===== src/rtl/branch_resolve_if.sv =====
// Branch-queue handshake between decode/execute and branch_resolve, plus the
// redirect, GHR-restore and PHT-training return paths.
interface branch_resolve_if #(
  parameter int unsigned GHR_WIDTH = 20
);
  logic                 alloc_valid;
  logic                 alloc_ready;
  logic                 alloc_pred;
  logic [31:0]          alloc_pc;
  logic [31:0]          alloc_target;
  logic [GHR_WIDTH-1:0] alloc_ghr;
  logic                 res_valid;
  logic                 res_take;
  logic                 redirect_valid;
  logic [31:0]          redirect_pc;
  logic                 ghr_rst_valid;
  logic [GHR_WIDTH-1:0] ghr_rst_value;
  logic                 upd_valid;
  logic [GHR_WIDTH-1:0] upd_index;
  logic                 upd_take;

  modport master (
    output alloc_valid, alloc_pred, alloc_pc, alloc_target, alloc_ghr, res_valid, res_take,
    input  alloc_ready, redirect_valid, redirect_pc, ghr_rst_valid, ghr_rst_value,
    input  upd_valid, upd_index, upd_take
  );

  modport slave (
    input  alloc_valid, alloc_pred, alloc_pc, alloc_target, alloc_ghr, res_valid, res_take,
    output alloc_ready, redirect_valid, redirect_pc, ghr_rst_valid, ghr_rst_value,
    output upd_valid, upd_index, upd_take
  );
endinterface


===== src/rtl/branch_resolve.sv =====
// In-order branch queue: checks predictions at resolve, issues redirect/GHR restore and PHT
// training. Optional perf counters enabled by defining BRANCH_PERF_EN.
module branch_resolve #(
  parameter int unsigned DEPTH     = 4,
  parameter int unsigned GHR_WIDTH = 20
) (
  input  logic                  clk,
  input  logic                  rst_n,
  input  logic                  flush_i,
  branch_resolve_if.slave       br,
  output logic [$clog2(DEPTH):0] occupancy,
  output logic                  err_o,
  output logic [31:0]           br_count,
  output logic [31:0]           mis_count
);
  localparam int unsigned PtrW = $clog2(DEPTH);
  localparam logic [PtrW:0]   FullCnt = (PtrW+1)'(DEPTH);
  localparam logic [PtrW:0]   CntOne  = (PtrW+1)'(1);
  localparam logic [PtrW-1:0] PtrOne  = PtrW'(1);

  logic [DEPTH-1:0]     pred_q;
  logic [31:0]          pc_q  [DEPTH];
  logic [31:0]          tgt_q [DEPTH];
  logic [GHR_WIDTH-1:0] ghr_q [DEPTH];

  logic [PtrW-1:0] head_q, head_d, tail_q, tail_d;
  logic [PtrW:0]   count_q, count_d;
  logic            err_q, err_d;
  logic            full, empty, pop, push, mis;

  logic                 head_pred;
  logic [31:0]          head_pc, head_tgt;
  logic [GHR_WIDTH-1:0] head_ghr;

  logic                 redirect_valid_q, upd_valid_q, upd_take_q;
  logic [31:0]          redirect_pc_q;
  logic [GHR_WIDTH-1:0] ghr_rst_value_q, upd_index_q;

  always_comb begin
    head_pred = pred_q[head_q];
    head_pc   = pc_q[head_q];
    head_tgt  = tgt_q[head_q];
    head_ghr  = ghr_q[head_q];

    full  = (count_q == FullCnt);
    empty = (count_q == '0);
    pop   = !flush_i && br.res_valid && !empty;
    mis   = pop && (head_pred != br.res_take);
    // A mispredict makes any same-cycle alloc wrong-path; a pop frees a slot when full.
    push  = !flush_i && br.alloc_valid && !mis && (!full || pop);

    err_d = err_q;
    if (!flush_i && ((br.alloc_valid && full && !pop) || (br.res_valid && empty))) begin
      err_d = 1'b1;
    end

    head_d  = head_q;
    tail_d  = tail_q;
    count_d = count_q;
    if (flush_i) begin
      tail_d  = head_q;
      count_d = '0;
    end else if (mis) begin
      head_d  = head_q + PtrOne;
      tail_d  = head_q + PtrOne;
      count_d = '0;
    end else begin
      if (pop)  head_d = head_q + PtrOne;
      if (push) tail_d = tail_q + PtrOne;
      if (push && !pop) begin
        count_d = count_q + CntOne;
      end else if (pop && !push) begin
        count_d = count_q - CntOne;
      end
    end
  end

  always_ff @(posedge clk or negedge rst_n) begin
    if (!rst_n) begin
      head_q  <= '0;
      tail_q  <= '0;
      count_q <= '0;
      err_q   <= 1'b0;
    end else begin
      head_q  <= head_d;
      tail_q  <= tail_d;
      count_q <= count_d;
      err_q   <= err_d;
    end
  end

  always_ff @(posedge clk or negedge rst_n) begin
    if (!rst_n) begin
      pred_q <= '0;
      for (int unsigned i = 0; i < DEPTH; i++) begin
        pc_q[i]  <= '0;
        tgt_q[i] <= '0;
        ghr_q[i] <= '0;
      end
    end else if (push) begin
      pred_q[tail_q] <= br.alloc_pred;
      pc_q[tail_q]   <= br.alloc_pc;
      tgt_q[tail_q]  <= br.alloc_target;
      ghr_q[tail_q]  <= br.alloc_ghr;
    end
  end

  always_ff @(posedge clk or negedge rst_n) begin
    if (!rst_n) begin
      redirect_valid_q <= 1'b0;
      redirect_pc_q    <= '0;
      ghr_rst_value_q  <= '0;
      upd_valid_q      <= 1'b0;
      upd_index_q      <= '0;
      upd_take_q       <= 1'b0;
    end else begin
      upd_valid_q      <= pop;
      redirect_valid_q <= mis;
      if (pop) begin
        upd_index_q <= head_ghr ^ head_pc[GHR_WIDTH+10:11];
        upd_take_q  <= br.res_take;
      end
      if (mis) begin
        redirect_pc_q   <= br.res_take ? head_tgt : head_pc + 32'd4;
        ghr_rst_value_q <= {head_ghr[GHR_WIDTH-2:0], br.res_take};
      end
    end
  end

  assign br.alloc_ready    = !full;
  assign br.redirect_valid = redirect_valid_q;
  assign br.redirect_pc    = redirect_pc_q;
  assign br.ghr_rst_valid  = redirect_valid_q;
  assign br.ghr_rst_value  = ghr_rst_value_q;
  assign br.upd_valid      = upd_valid_q;
  assign br.upd_index      = upd_index_q;
  assign br.upd_take       = upd_take_q;
  assign occupancy         = count_q;
  assign err_o             = err_q;

`ifdef BRANCH_PERF_EN
  logic [31:0] br_cnt_q, mis_cnt_q;

  // Saturating counters fed by the registered pulses.
  always_ff @(posedge clk or negedge rst_n) begin
    if (!rst_n) begin
      br_cnt_q  <= '0;
      mis_cnt_q <= '0;
    end else begin
      if (upd_valid_q && (br_cnt_q != 32'hFFFF_FFFF))       br_cnt_q  <= br_cnt_q + 32'd1;
      if (redirect_valid_q && (mis_cnt_q != 32'hFFFF_FFFF)) mis_cnt_q <= mis_cnt_q + 32'd1;
    end
  end

  assign br_count  = br_cnt_q;
  assign mis_count = mis_cnt_q;
`else
  assign br_count  = '0;
  assign mis_count = '0;
`endif

endmodule


===== src/flat_wrapper.sv =====
// flat-port wrapper written by rule: the top's interface ports become plain ports
module branch_resolve_flat 
#(
  parameter int unsigned DEPTH     = 4,
  parameter int unsigned GHR_WIDTH = 20
)
  (clk, rst_n, flush_i, occupancy, err_o, br_count, mis_count, br_alloc_valid, br_alloc_pred, br_alloc_pc, br_alloc_target, br_alloc_ghr, br_res_valid, br_res_take, br_alloc_ready, br_redirect_valid, br_redirect_pc, br_ghr_rst_valid, br_ghr_rst_value, br_upd_valid, br_upd_index, br_upd_take);
  branch_resolve_if #(.GHR_WIDTH(GHR_WIDTH)) br_i ();
  input  logic clk;
  input  logic rst_n;
  input  logic flush_i;
  output logic [$clog2(DEPTH):0] occupancy;
  output logic err_o;
  output logic [31:0] br_count;
  output logic [31:0] mis_count;
  input wire logic [$bits(br_i.alloc_valid)-1:0] br_alloc_valid;
  input wire logic [$bits(br_i.alloc_pred)-1:0] br_alloc_pred;
  input wire logic [$bits(br_i.alloc_pc)-1:0] br_alloc_pc;
  input wire logic [$bits(br_i.alloc_target)-1:0] br_alloc_target;
  input wire logic [$bits(br_i.alloc_ghr)-1:0] br_alloc_ghr;
  input wire logic [$bits(br_i.res_valid)-1:0] br_res_valid;
  input wire logic [$bits(br_i.res_take)-1:0] br_res_take;
  output wire logic [$bits(br_i.alloc_ready)-1:0] br_alloc_ready;
  output wire logic [$bits(br_i.redirect_valid)-1:0] br_redirect_valid;
  output wire logic [$bits(br_i.redirect_pc)-1:0] br_redirect_pc;
  output wire logic [$bits(br_i.ghr_rst_valid)-1:0] br_ghr_rst_valid;
  output wire logic [$bits(br_i.ghr_rst_value)-1:0] br_ghr_rst_value;
  output wire logic [$bits(br_i.upd_valid)-1:0] br_upd_valid;
  output wire logic [$bits(br_i.upd_index)-1:0] br_upd_index;
  output wire logic [$bits(br_i.upd_take)-1:0] br_upd_take;
  assign br_i.alloc_valid = br_alloc_valid;
  assign br_i.alloc_pred = br_alloc_pred;
  assign br_i.alloc_pc = br_alloc_pc;
  assign br_i.alloc_target = br_alloc_target;
  assign br_i.alloc_ghr = br_alloc_ghr;
  assign br_i.res_valid = br_res_valid;
  assign br_i.res_take = br_res_take;
  assign br_alloc_ready = br_i.alloc_ready;
  assign br_redirect_valid = br_i.redirect_valid;
  assign br_redirect_pc = br_i.redirect_pc;
  assign br_ghr_rst_valid = br_i.ghr_rst_valid;
  assign br_ghr_rst_value = br_i.ghr_rst_value;
  assign br_upd_valid = br_i.upd_valid;
  assign br_upd_index = br_i.upd_index;
  assign br_upd_take = br_i.upd_take;
  branch_resolve #(.DEPTH(DEPTH), .GHR_WIDTH(GHR_WIDTH)) u_core (.clk(clk), .rst_n(rst_n), .flush_i(flush_i), .br(br_i), .occupancy(occupancy), .err_o(err_o), .br_count(br_count), .mis_count(mis_count));
endmodule

===== config.mk =====
export PLATFORM = sky130hd
export DESIGN_NAME = branch_resolve_flat
export DESIGN_NICKNAME = d
export VERILOG_FILES = /design/src/rtl/branch_resolve_if.sv /design/src/rtl/branch_resolve.sv /design/src/flat_wrapper.sv
export SDC_FILE = /design/constraint.sdc
export NUM_CORES = 1
export LEC_CHECK = 0
export ABC_CLOCK_PERIOD_IN_PS = 3500
export BUFFER_PORTS_ARGS = -buffer_cell sky130_fd_sc_hd__buf_2
export CAP_MARGIN = 40
export CORE_ASPECT_RATIO = 1.1
export CORE_UTILIZATION = 53
export CTS_CLUSTER_DIAMETER = 100
export DETAILED_ROUTE_END_ITERATION = 8
export GPL_TIMING_DRIVEN = 0
export HOLD_SLACK_MARGIN = 0.12
export PLACE_DENSITY = 0.79
export SYNTH_ARGS = -nofsm -noshare
export SYNTH_HDL_FRONTEND = slang
export SYNTH_SLANG_ARGS = --single-unit

===== constraint.sdc =====
create_clock -name clk -period 3.5 [get_ports clk]
set_clock_uncertainty 0.2 [all_clocks]
set_input_delay 0.35 -clock clk [delete_from_list [all_inputs] [get_ports clk]]
set_output_delay 0.35 -clock clk [all_outputs]
set_load 0.01 [all_outputs]

# Word-level counts from Yosys, hierarchy flattened
# Index checks and enable logic that the tools add are counted.
dict set report word_totals {
  regBits 423
  inputBits 91
  out_inout_bits 145
  elab_cells 98
}
dict set report classes {
  addsub 5
  magnitude_cmp 6
  eq_ne 2
  muxes 31
  bitwise 4
  n_reduce_logical 27
}
# cell n
set ops {}
lappend ops {{bitwise mux 128 bit} 2}
lappend ops {{two-way mux 32 bit} 6}
lappend ops {{binary-select mux 32 bit (select 2 bit)} 2}
lappend ops {{bitwise mux 80 bit} 1}
lappend ops {{demux 32 bit (select 2 bit)} 1}
lappend ops {{two-way mux 20 bit} 3}
lappend ops {{binary-select mux 20 bit (select 2 bit)} 1}
lappend ops {{demux 20 bit (select 2 bit)} 1}
lappend ops {{adder 32 x 3 -> 32 bit (second input constant)} 1}
lappend ops {{XOR 20 bit} 1}
lappend ops {{logical AND 1 bit} 14}
lappend ops {{two-way mux 3 bit} 4}
lappend ops {{two-way mux 2 bit} 5}
lappend ops {{>= comparator 3 bit (second input constant)} 2}
lappend ops {{logical NOT 1 bit} 6}
lappend ops {{less-than comparator 2 x 3 -> 1 bit (second input constant)} 2}
lappend ops {{inverter 2 -> 3 bit} 2}
lappend ops {{adder 2 x 1 -> 2 bit (second input constant)} 2}
lappend ops {{bitwise mux 4 bit} 1}
lappend ops {{nonzero test 4 bit} 1}
lappend ops {{adder 3 x 1 -> 3 bit (second input constant)} 1}
lappend ops {{== test 3 bit (second input constant)} 1}
lappend ops {{logical NOT 3 bit} 1}
lappend ops {{less-than comparator 3 x 1 -> 1 bit (second input constant)} 1}
lappend ops {{11 further kinds} 13}

# Longest topological paths before layout
# Gate-level depths: netlist (run 1).
dict set report depth {
  ltp_word 13
  ltp_mapped 12
}

# Worst setup path before layout (run 1)
# No wires, ideal clock.
dict set report synth_timing {
  kind {register to register}
  start {register u_core.count_q[2] (netlist: u_core.occupancy[2])}
  end {register u_core.count_q[2] (netlist: u_core.occupancy[2])}
  setup_ps 119
  t_arrival_ps 2777
  required_time_ps 3181
  slack_ps 404
  stages_incl_launch_ff 10
  period_less_slack_ps 3096
  path_cell_list {dfrtp_1 > buf_2 > or3b_2 > o21ai_0 > nor3b_1 > fa_1 > mux2_2 > a22oi_1 > o21ai_0 > and2_1}
}
dict set report synth_via {
  word_cells_on_any_way 21
  cone_classes {2 x add/sub; 1 x eq/ne; 4 x mux; 14 x reduce/logical}
}
# element line
set synth_lines {}
lappend synth_lines {{start: declaration} branch_resolve.sv:27} ;# logic [PtrW:0] count_q, count_d;
lappend synth_lines {{start signal: assignment} branch_resolve.sv:87} ;# count_q <= count_d;
lappend synth_lines {{== test 3 bit (*)} branch_resolve.sv:45} ;# full = (count_q == FullCnt);
lappend synth_lines {{logical NOT 1 bit (*)} --}
lappend synth_lines {{named net br_alloc_ready} flat_wrapper.sv:23} ;# output wire logic [$bits(br_i.alloc_ready)-1:0] br_alloc_ready;
lappend synth_lines {{logical OR 1 bit (*)} branch_resolve.sv:50} ;# push = !flush_i && br.alloc_valid && !mis && (!full || pop);
lappend synth_lines {{logical AND 1 bit (*)} branch_resolve.sv:50}
lappend synth_lines {{logical AND 1 bit} branch_resolve.sv:70} ;# if (push && !pop) begin
lappend synth_lines {{two-way mux 3 bit} branch_resolve.sv:70}
lappend synth_lines {{two-way mux 3 bit} branch_resolve.sv:63} ;# end else if (mis) begin
lappend synth_lines {{two-way mux 3 bit} branch_resolve.sv:60} ;# if (flush_i) begin
# Mark *: on every way through the listed nets, which the timed path passes. The rest lies on a longest branch. The select of a mux whose other input is x is not followed.
# A chain may end at the register's enable or synchronous reset.

# Worst setup path in the final report (run 1)
dict set report layout_timing {
  start {register u_core.head_q[0]}
  end {register u_core.tgt_q[51] (netlist name)}
}
dict set report layout_via {
  elab_chain_len 7
}
# element line
set layout_rtl {}
lappend layout_rtl {{start: declaration} branch_resolve.sv:26} ;# logic [PtrW-1:0] head_q, head_d, tail_q, tail_d;
lappend layout_rtl {{start signal: assignment} branch_resolve.sv:80} ;# head_q <= '0;
lappend layout_rtl {{start signal: assignment} branch_resolve.sv:85} ;# head_q <= head_d;
lappend layout_rtl {{binary-select mux 1 bit (select 2 bit)} branch_resolve.sv:40} ;# head_pred = pred_q[head_q];
lappend layout_rtl {{two-way mux 1 bit (implied by the code)} branch_resolve.sv:40}
lappend layout_rtl {{!= test 1 bit} branch_resolve.sv:48} ;# mis = pop && (head_pred != br.res_take);
lappend layout_rtl {{logical AND 1 bit} branch_resolve.sv:48}
lappend layout_rtl {{logical NOT 1 bit} branch_resolve.sv:50}
lappend layout_rtl {{logical AND 1 bit (2 in series)} branch_resolve.sv:50}
lappend layout_rtl {{end signal: indexed assignment} branch_resolve.sv:103} ;# tgt_q[tail_q] <= br.alloc_target;
lappend layout_rtl {{end: declaration} branch_resolve.sv:23} ;# logic [31:0] tgt_q [DEPTH];
# Every way passes these cells. The select of a mux whose other input is x is not followed.

==> impl_metrics.py, run 1 <==
metrics = {
    "run_status": {
        "status": "finished with violations",
        "failed_checks": "design-rule violations",
    },
    "min_path": {
        "hold_class": "in2async",
    },
    "sta": {
        "worst_pin_slew_ps": 944,
        "hold_violations": 0,
        "slew_viol_final": 0,
        "max-slew-margin-rel_pct": 37.0,
        "min_period_ps": 3410,
        "timing.final.crit_share_pct": 97.5,
        "max_freq_mhz": 293,
        "tns_ps": 0,
        "finalSetupViolations": 0,
        "grt_setup_unrepaired": "no",
    },
    "pwr": {
        "p_comb_share_pct": 40.1,
        "seqPwrFrac_pct": 38.0,
        "swShare_pct": 33.7,
        "power_mw": 22.6,
        "p_leak_nw": 10.8,
        "ir_worst_vdd_mv": 0.553,
        "pwr-share-clk_pct": 21.9,
        "p_int_mw": 15.0,
        "power_density_nw_per_um2": 954,
        "p_sw_mw": 7.61,
    },
    "synth": {
        "syn_avg_cell_area_sq_um": 14.1,
        "synth_top_cell_by_area": "dfrtp_1",
        "async_flop_share_pct": 100,
        "synthFlopType": "dfrtp_1",
        "ys.warnings.count": 0,
        "syn_area_sq_um": 19400,
        "ys_top_cells_by_area": "dfrtp_1, mux2_2, mux4_2",
        "ys_ff_latch": 423,
        "synth.top_cell.area_share_pct": 54.5,
        "synth_most_common_cell": "dfrtp_1",
        "ys_types": 49,
        "synth_common_cells": "dfrtp_1, mux2_2, nand2_1",
        "synth_seq_area_share_pct": 54.5,
        "synth_edf_count": 0,
        "syn_inst": 1374,
    },
    "critical_path": {
        "cp-end-kind": "flip-flop",
        "r2r_setup_slack_ps": 90,
        "slowest_stage": "mux4_2",
        "max_stage_delay_ps": 590,
        "path_max_fanout": 10,
        "path_class": "reg2reg",
        "cpMostUsedCell": "buf_4",
        "crit_chain": "buf_4 -> mux4_2 -> xnor2_1 -> nand2b_1 -> buf_4 -> inv_2 -> nor3_4 -> nand2_1 -> buf_2 -> buf_6 -> mux2_2",
        "crit_required_ps": 3720,
        "critPathLaunchType": "flip-flop",
        "cp.arrival_ps": 3630,
    },
    "global_route": {
        "grt_usage_pct": 26.9,
        "grt_pass1_wl_um": 76200,
        "grt_max_degree": 125,
        "antenna_found_initial": 5,
        "grt_pass1_vias": 13600,
        "grt.overflow.total": 0,
    },
    "route": {
        "drc": 2,
        "via_per_inst": 5.65,
        "route.final.wire_length_um": 49100,
        "drt_pass1_iterations": 7,
        "ant_nets": 0,
        "avgRoutedWirePerCell_um": 21.6,
        "num_vias": 12800,
        "first_iter_violations": 814,
    },
    "finish": {
        "final_area_sq_um": 23700,
        "syn_to_final_growth_pct": 22.1,
        "final_util_pct": 65.7,
        "layout.nets": 1846,
        "drive_above_1_share_pct": 43.5,
    },
    "clock_tree": {
        "cts_buffers": 43,
        "worstSkewPairLatency_ps": 560,
        "root_buffer": "clkbuf_16",
        "clock_tree.buffer_depth": 3,
        "clock-sinks": 423,
        "clkTransAtPathRegs_ps": 70,
        "cts_tree": "built",
        "cts.htree.levels": 2,
    },
    "placement": {
        "dpl.hpwl_um": 33700,
        "placed_cell_area_sq_um": 21200,
        "gp_congestion": 0.835,
        "io_buffers": 171,
    },
    "floorplan": {
        "core_area_sq_um": 36100,
        "start_util_pct": 53.8,
        "dieArea_sq_um": 37400,
        "die_x_um": 184,
        "io_pins": 236,
        "rows": 73,
        "die_h_um": 203,
    },
    "run": {
        "cap_viol_max_count": 0,
    },
}
-- worst paths after layout --
check,cells past startpoint,to,start
max in group asynchronous,4,u_core.br.upd_valid,rst_n
max,11,u_core.tgt_q[51],u_core.head_q[0]
min,2,u_core.br.ghr_rst_value[11],rst_n
min reg2reg,1,u_core.err_o,u_core.err_o
max reg2reg,11,u_core.tgt_q[51],u_core.head_q[0]
min in group clk,1,u_core.err_o,u_core.err_o
-- flip-flops by register name (all words and copies together), names as in the netlist, 2 cells and up --
name / count
u_core.pc_q: 128
u_core.tgt_q: 128
u_core.ghr_q: 80
u_core.br.redirect_pc: 32
u_core.br.ghr_rst_value: 20
u_core.br.upd_index: 20
u_core.pred_q: 4
u_core.occupancy: 3
u_core.head_q: 2
u_core.tail_q: 2
-- routing by layer --
metal	part of all wire, %	global-route usage (%)	up-vias
li1	-	-	5561
met1	41	35.8	6632
met2	49	43.7	504
met3	6.7	5.20	134
met4	3.7	10.6	4
met5	0.045	0	-
-- layout make-up --
| class | count | area, sq um |
|---|---|---|
| well taps | 487 | 609 |
| clock inverters | 16 | 277 |
| fillers | 2517 | 12400 |
| flip-flops and latches | 423 | 10600 |
| multi-input cells | 854 | 8040 |
| repair buffers | 268 | 1890 |
| plain buffers | 146 | 993 |
| clock buffers | 62 | 1260 |
| diodes | 3 | 7.51 |
| inverters | 13 | 48.8 |
-- cells by family (layout without fill, tap and decap cells) --
group	after synthesis	in the layout	share of synthesized area, %
mux	431	431	29.8
flops	423	423	54.5
simple gates	204	204	4.67
buf+inv	160	505	5.36
compound gates	97	97	2.81
xor+xnor	52	52	2.35
fa+ha+maj	6	6	0.425
other cells	1	67	0.0193
-- placed cells by master, fill, tap and decap left out, types with 3 or more instances in the layout --
| cell | instances |
|---|---|
| a21oi_1 | 23 |
| a31oi_1 | 4 |
| and3_1 | 5 |
| buf_1 | 5 |
| buf_16 | 3 |
| buf_2 | 195 |
| buf_4 | 70 |
| buf_6 | 21 |
| bufinv_16 | 7 |
| clkbuf_1 | 34 |
| clkbuf_16 | 44 |
| clkbuf_8 | 9 |
| clkinv_2 | 5 |
| conb_1 | 64 |
| dfrtp_1 | 423 |
| diode_2 | 3 |
| dlygate4sd3_1 | 90 |
| ha_1 | 5 |
| inv_1 | 12 |
| mux2_1 | 20 |
| mux2_2 | 322 |
| mux2i_1 | 5 |
| mux4_2 | 84 |
| nand2_1 | 110 |
| nand3_1 | 13 |
| nand4_1 | 8 |
| nor2_1 | 40 |
| nor3_1 | 7 |
| nor4_1 | 3 |
| o21ai_0 | 43 |
| o22ai_1 | 17 |
| xnor2_1 | 35 |
| xor2_1 | 17 |
-- per-stage QoR --
step	hold WS (ps)	setup slack [ps]	std cells
after floorplan	-146	404	1437
after global placement	236	-6130	2095
after detailed placement	157	-71.3	2101
after CTS	162	35.9	2268
after global routing	219	41.1	2272
final	168	87.0	2272
-- power by group through the flow --
stage	clock, mW	combinational, mW	sequential [mW]
after detailed placement	0	8.84	8.60
after floorplan	0	6.22	8.32
after global placement	0	8.51	8.42
final	4.95	9.06	8.60
after CTS	5.00	8.98	8.54
after global routing	5.21	9.68	8.84
-- critical path: cells and delay by family, from the launching register on --
kind	cells	cell delay, ps
xor+xnor	1	140
buf+inv	5	1200
flops	1	340
mux	2	940
simple gates	3	430
-- what timing repair did --
action                                  CTS  global route
hold endpoints to repair                414             0
pin swaps                                 0             0
resized for setup                         1             5
endpoints found under the setup margin    7           166
hold buffers                             90             0
setup buffers                             0             1
Note: power is estimated with default switching activity, not from simulation.
==> run 2: changes to the inputs <==
--- a/config.mk
+++ b/config.mk
@@ -15,6 +15,7 @@
 export GPL_TIMING_DRIVEN = 0
 export HOLD_SLACK_MARGIN = 0.12
 export PLACE_DENSITY = 0.79
+export REMOVE_ABC_BUFFERS = 1
 export SYNTH_ARGS = -nofsm -noshare
 export SYNTH_HDL_FRONTEND = slang
 export SYNTH_SLANG_ARGS = --single-unit
==> run 2 against run 1 <==
  * The run now ends clean
  * Critical path depth is 1 higher
  * Register-to-register slack gained 40 ps
  * Flip-flop and latch count did not move
  * Clock power increased by 3%
  * Worst setup slack better by 35 ps
  * Largest power group unchanged
==> impl_metrics.py, run 2 (synthesis gave the netlist of run 1 again) <==
metrics = {
    "critical_path": {
        "r2r-start": "u_core.head_q[0]",
        "endpoint": "u_core.tgt_q[39]",
        "r2r_setup_slack_ps": 120,
        "cpMostUsedCell": "buf_16",
        "crit_required_ps": 3720,
        "slowest_stage": "mux4_2",
        "max_stage_delay_ps": 590,
        "rr_endpoint": "u_core.tgt_q[39]",
        "crit_start": "u_core.head_q[0]",
        "cp-end-kind": "flip-flop",
        "worstRegToRegCells": 12,
        "crit_chain": "buf_16 -> buf_16 -> mux4_2 -> xnor2_4 -> nand2b_4 -> clkinv_16 -> nor3_4 -> buf_12 -> nand2_8 -> buf_16 -> buf_16 -> mux2_2",
        "path_class": "reg2reg",
        "critPathLaunchType": "flip-flop",
        "path_max_fanout": 27,
        "cp.arrival_ps": 3600,
    },
    "sta": {
        "max-slew-margin-rel_pct": 45.7,
        "timing.final.crit_share_pct": 96.5,
        "worst_pin_slew_ps": 812,
        "tns_ps": 0,
        "hold_violations": 0,
        "finalSetupViolations": 0,
        "grt_setup_unrepaired": "no",
        "max_freq_mhz": 296,
        "slew_viol_final": 0,
        "min_period_ps": 3380,
    },
    "min_path": {
        "hold_class": "reg2reg",
    },
    "floorplan": {
        "start_util_pct": 53.8,
        "die_x_um": 184,
        "dieArea_sq_um": 37400,
        "core_area_sq_um": 36100,
        "die_h_um": 203,
        "io_pins": 236,
        "rows": 73,
    },
    "route": {
        "first_iter_violations": 772,
        "avgRoutedWirePerCell_um": 22.2,
        "route.final.wire_length_um": 48300,
        "via_per_inst": 5.63,
        "drc": 0,
        "ant_nets": 0,
        "num_vias": 12300,
        "drt_pass1_iterations": 5,
    },
    "global_route": {
        "grt_pass1_vias": 13300,
        "grt.overflow.total": 0,
        "grt_max_degree": 99,
        "grt_usage_pct": 26.7,
        "antenna_found_initial": 1,
        "grt_pass1_wl_um": 75400,
    },
    "placement": {
        "io_buffers": 171,
        "gp_congestion": 0.725,
        "dpl.hpwl_um": 27700,
    },
    "pwr": {
        "seqPwrFrac_pct": 37.5,
        "power_mw": 22.7,
        "p_int_mw": 15.4,
        "p_sw_mw": 7.26,
        "swShare_pct": 32.1,
        "power_density_nw_per_um2": 953,
        "p_leak_nw": 10.7,
        "p_comb_share_pct": 39.9,
        "pwr-share-clk_pct": 22.6,
        "ir_worst_vdd_mv": 0.636,
    },
    "run": {
        "cap_viol_max_count": 0,
    },
    "finish": {
        "final_util_pct": 65.9,
        "top_regs": "u_core.pc_q: 128 flops, u_core.tgt_q: 128 flops, u_core.ghr_q: 80 flops",
        "fillCellCount": 2524,
        "multi_input_area_sq_um": 8200,
        "syn_to_final_growth_pct": 22.4,
        "final_cell_mix": "dfrtp_1, mux2_2, buf_2, nand2_1, dlygate4sd3_1",
        "drive_above_1_share_pct": 42.9,
        "layout_commonest_cell": "dfrtp_1",
        "seqCellArea_sq_um": 10600,
        "layout.nets": 1755,
    },
    "clock_tree": {
        "cts_tree": "built",
        "cts.htree.levels": 2,
        "worstSkewPairLatency_ps": 560,
        "clkTransAtPathRegs_ps": 60,
        "clock_tree.buffer_depth": 3,
        "cts_buffers": 45,
        "clock-sinks": 423,
        "root_buffer": "clkbuf_16",
    },
    "run_status": {
        "status": "finished clean",
    },
}
[run 2: power by group through the flow]
stage               clock, mW  sequential (mW)  combinational, mW
CTS                      5.21             8.45               9.04
global route             5.38             8.76               9.77
global placement            0             8.80               7.43
floorplan                   0             8.68               5.85
finish                   5.12             8.50               9.04
detailed placement          0             8.66               8.23
[run 2: worst min path at each step]
stage	start	to	slack [ps]	depth (start not counted)
floorplan	rst_n	u_core.br.ghr_rst_valid	-150	0
global placement	u_core.err_o	u_core.err_o	240	1
detailed placement	rst_n	u_core.tgt_q[123]	100	1
CTS	u_core.err_o	u_core.err_o	250	1
global route	u_core.err_o	u_core.err_o	270	1
finish	u_core.err_o	u_core.err_o	250	1
[run 2: metrics by stage]
step	instance area, sq um	setup WS (ps)	cells	hold slack, ps
2_1_floorplan	18700	-5340	1290	-146
4_1_cts	23600	18.1	2170	255
3_5_place_dp	20600	-2240	1970	104
6_report	23800	122	2182	252
3_3_place_gp	20100	-11320	1948	237
5_1_grt	23800	15.4	2182	268
[run 2: critical path, delay by kind of cell, from the launching register on]
kind          cells  cell delay [ps]
simple gates      3              530
mux               2              890
flops             1              430
xor+xnor          1              180
buf+inv           6              950
[run 2: routing by layer]
metal	routed length [um]	vias up	global-route usage [%]	share of wire, %
met4	1430	0	9.70	3.0
met3	2620	100	4.70	5.4
met5	0	-	0	0
li1	-	5399	-	-
met2	24200	410	45.2	50
met1	20000	6368	34.3	41
[run 2: final cells by class]
cell class              instances  share of cell area [%]
repair inverters                3                   0.132
diodes                          1                  0.0105
flip-flops and latches        423                    44.6
multi-input cells             860                    34.5
well taps                     487                    2.56
repair buffers                312                    11.2
inverters                      13                   0.316
clock inverters                21                    1.24
clock buffers                  62                    5.52
[run 2: timing repair]
item / 4_1_cts / 5_1_grt
resized for setup: 20 / 4
hold endpoints to repair: 588 / 0
pin swaps: 6 / 4
hold buffers: 93 / 0
buffers inserted: 14 / 8
endpoints found under the setup margin: 391 / 299
cloned: 11 / 2
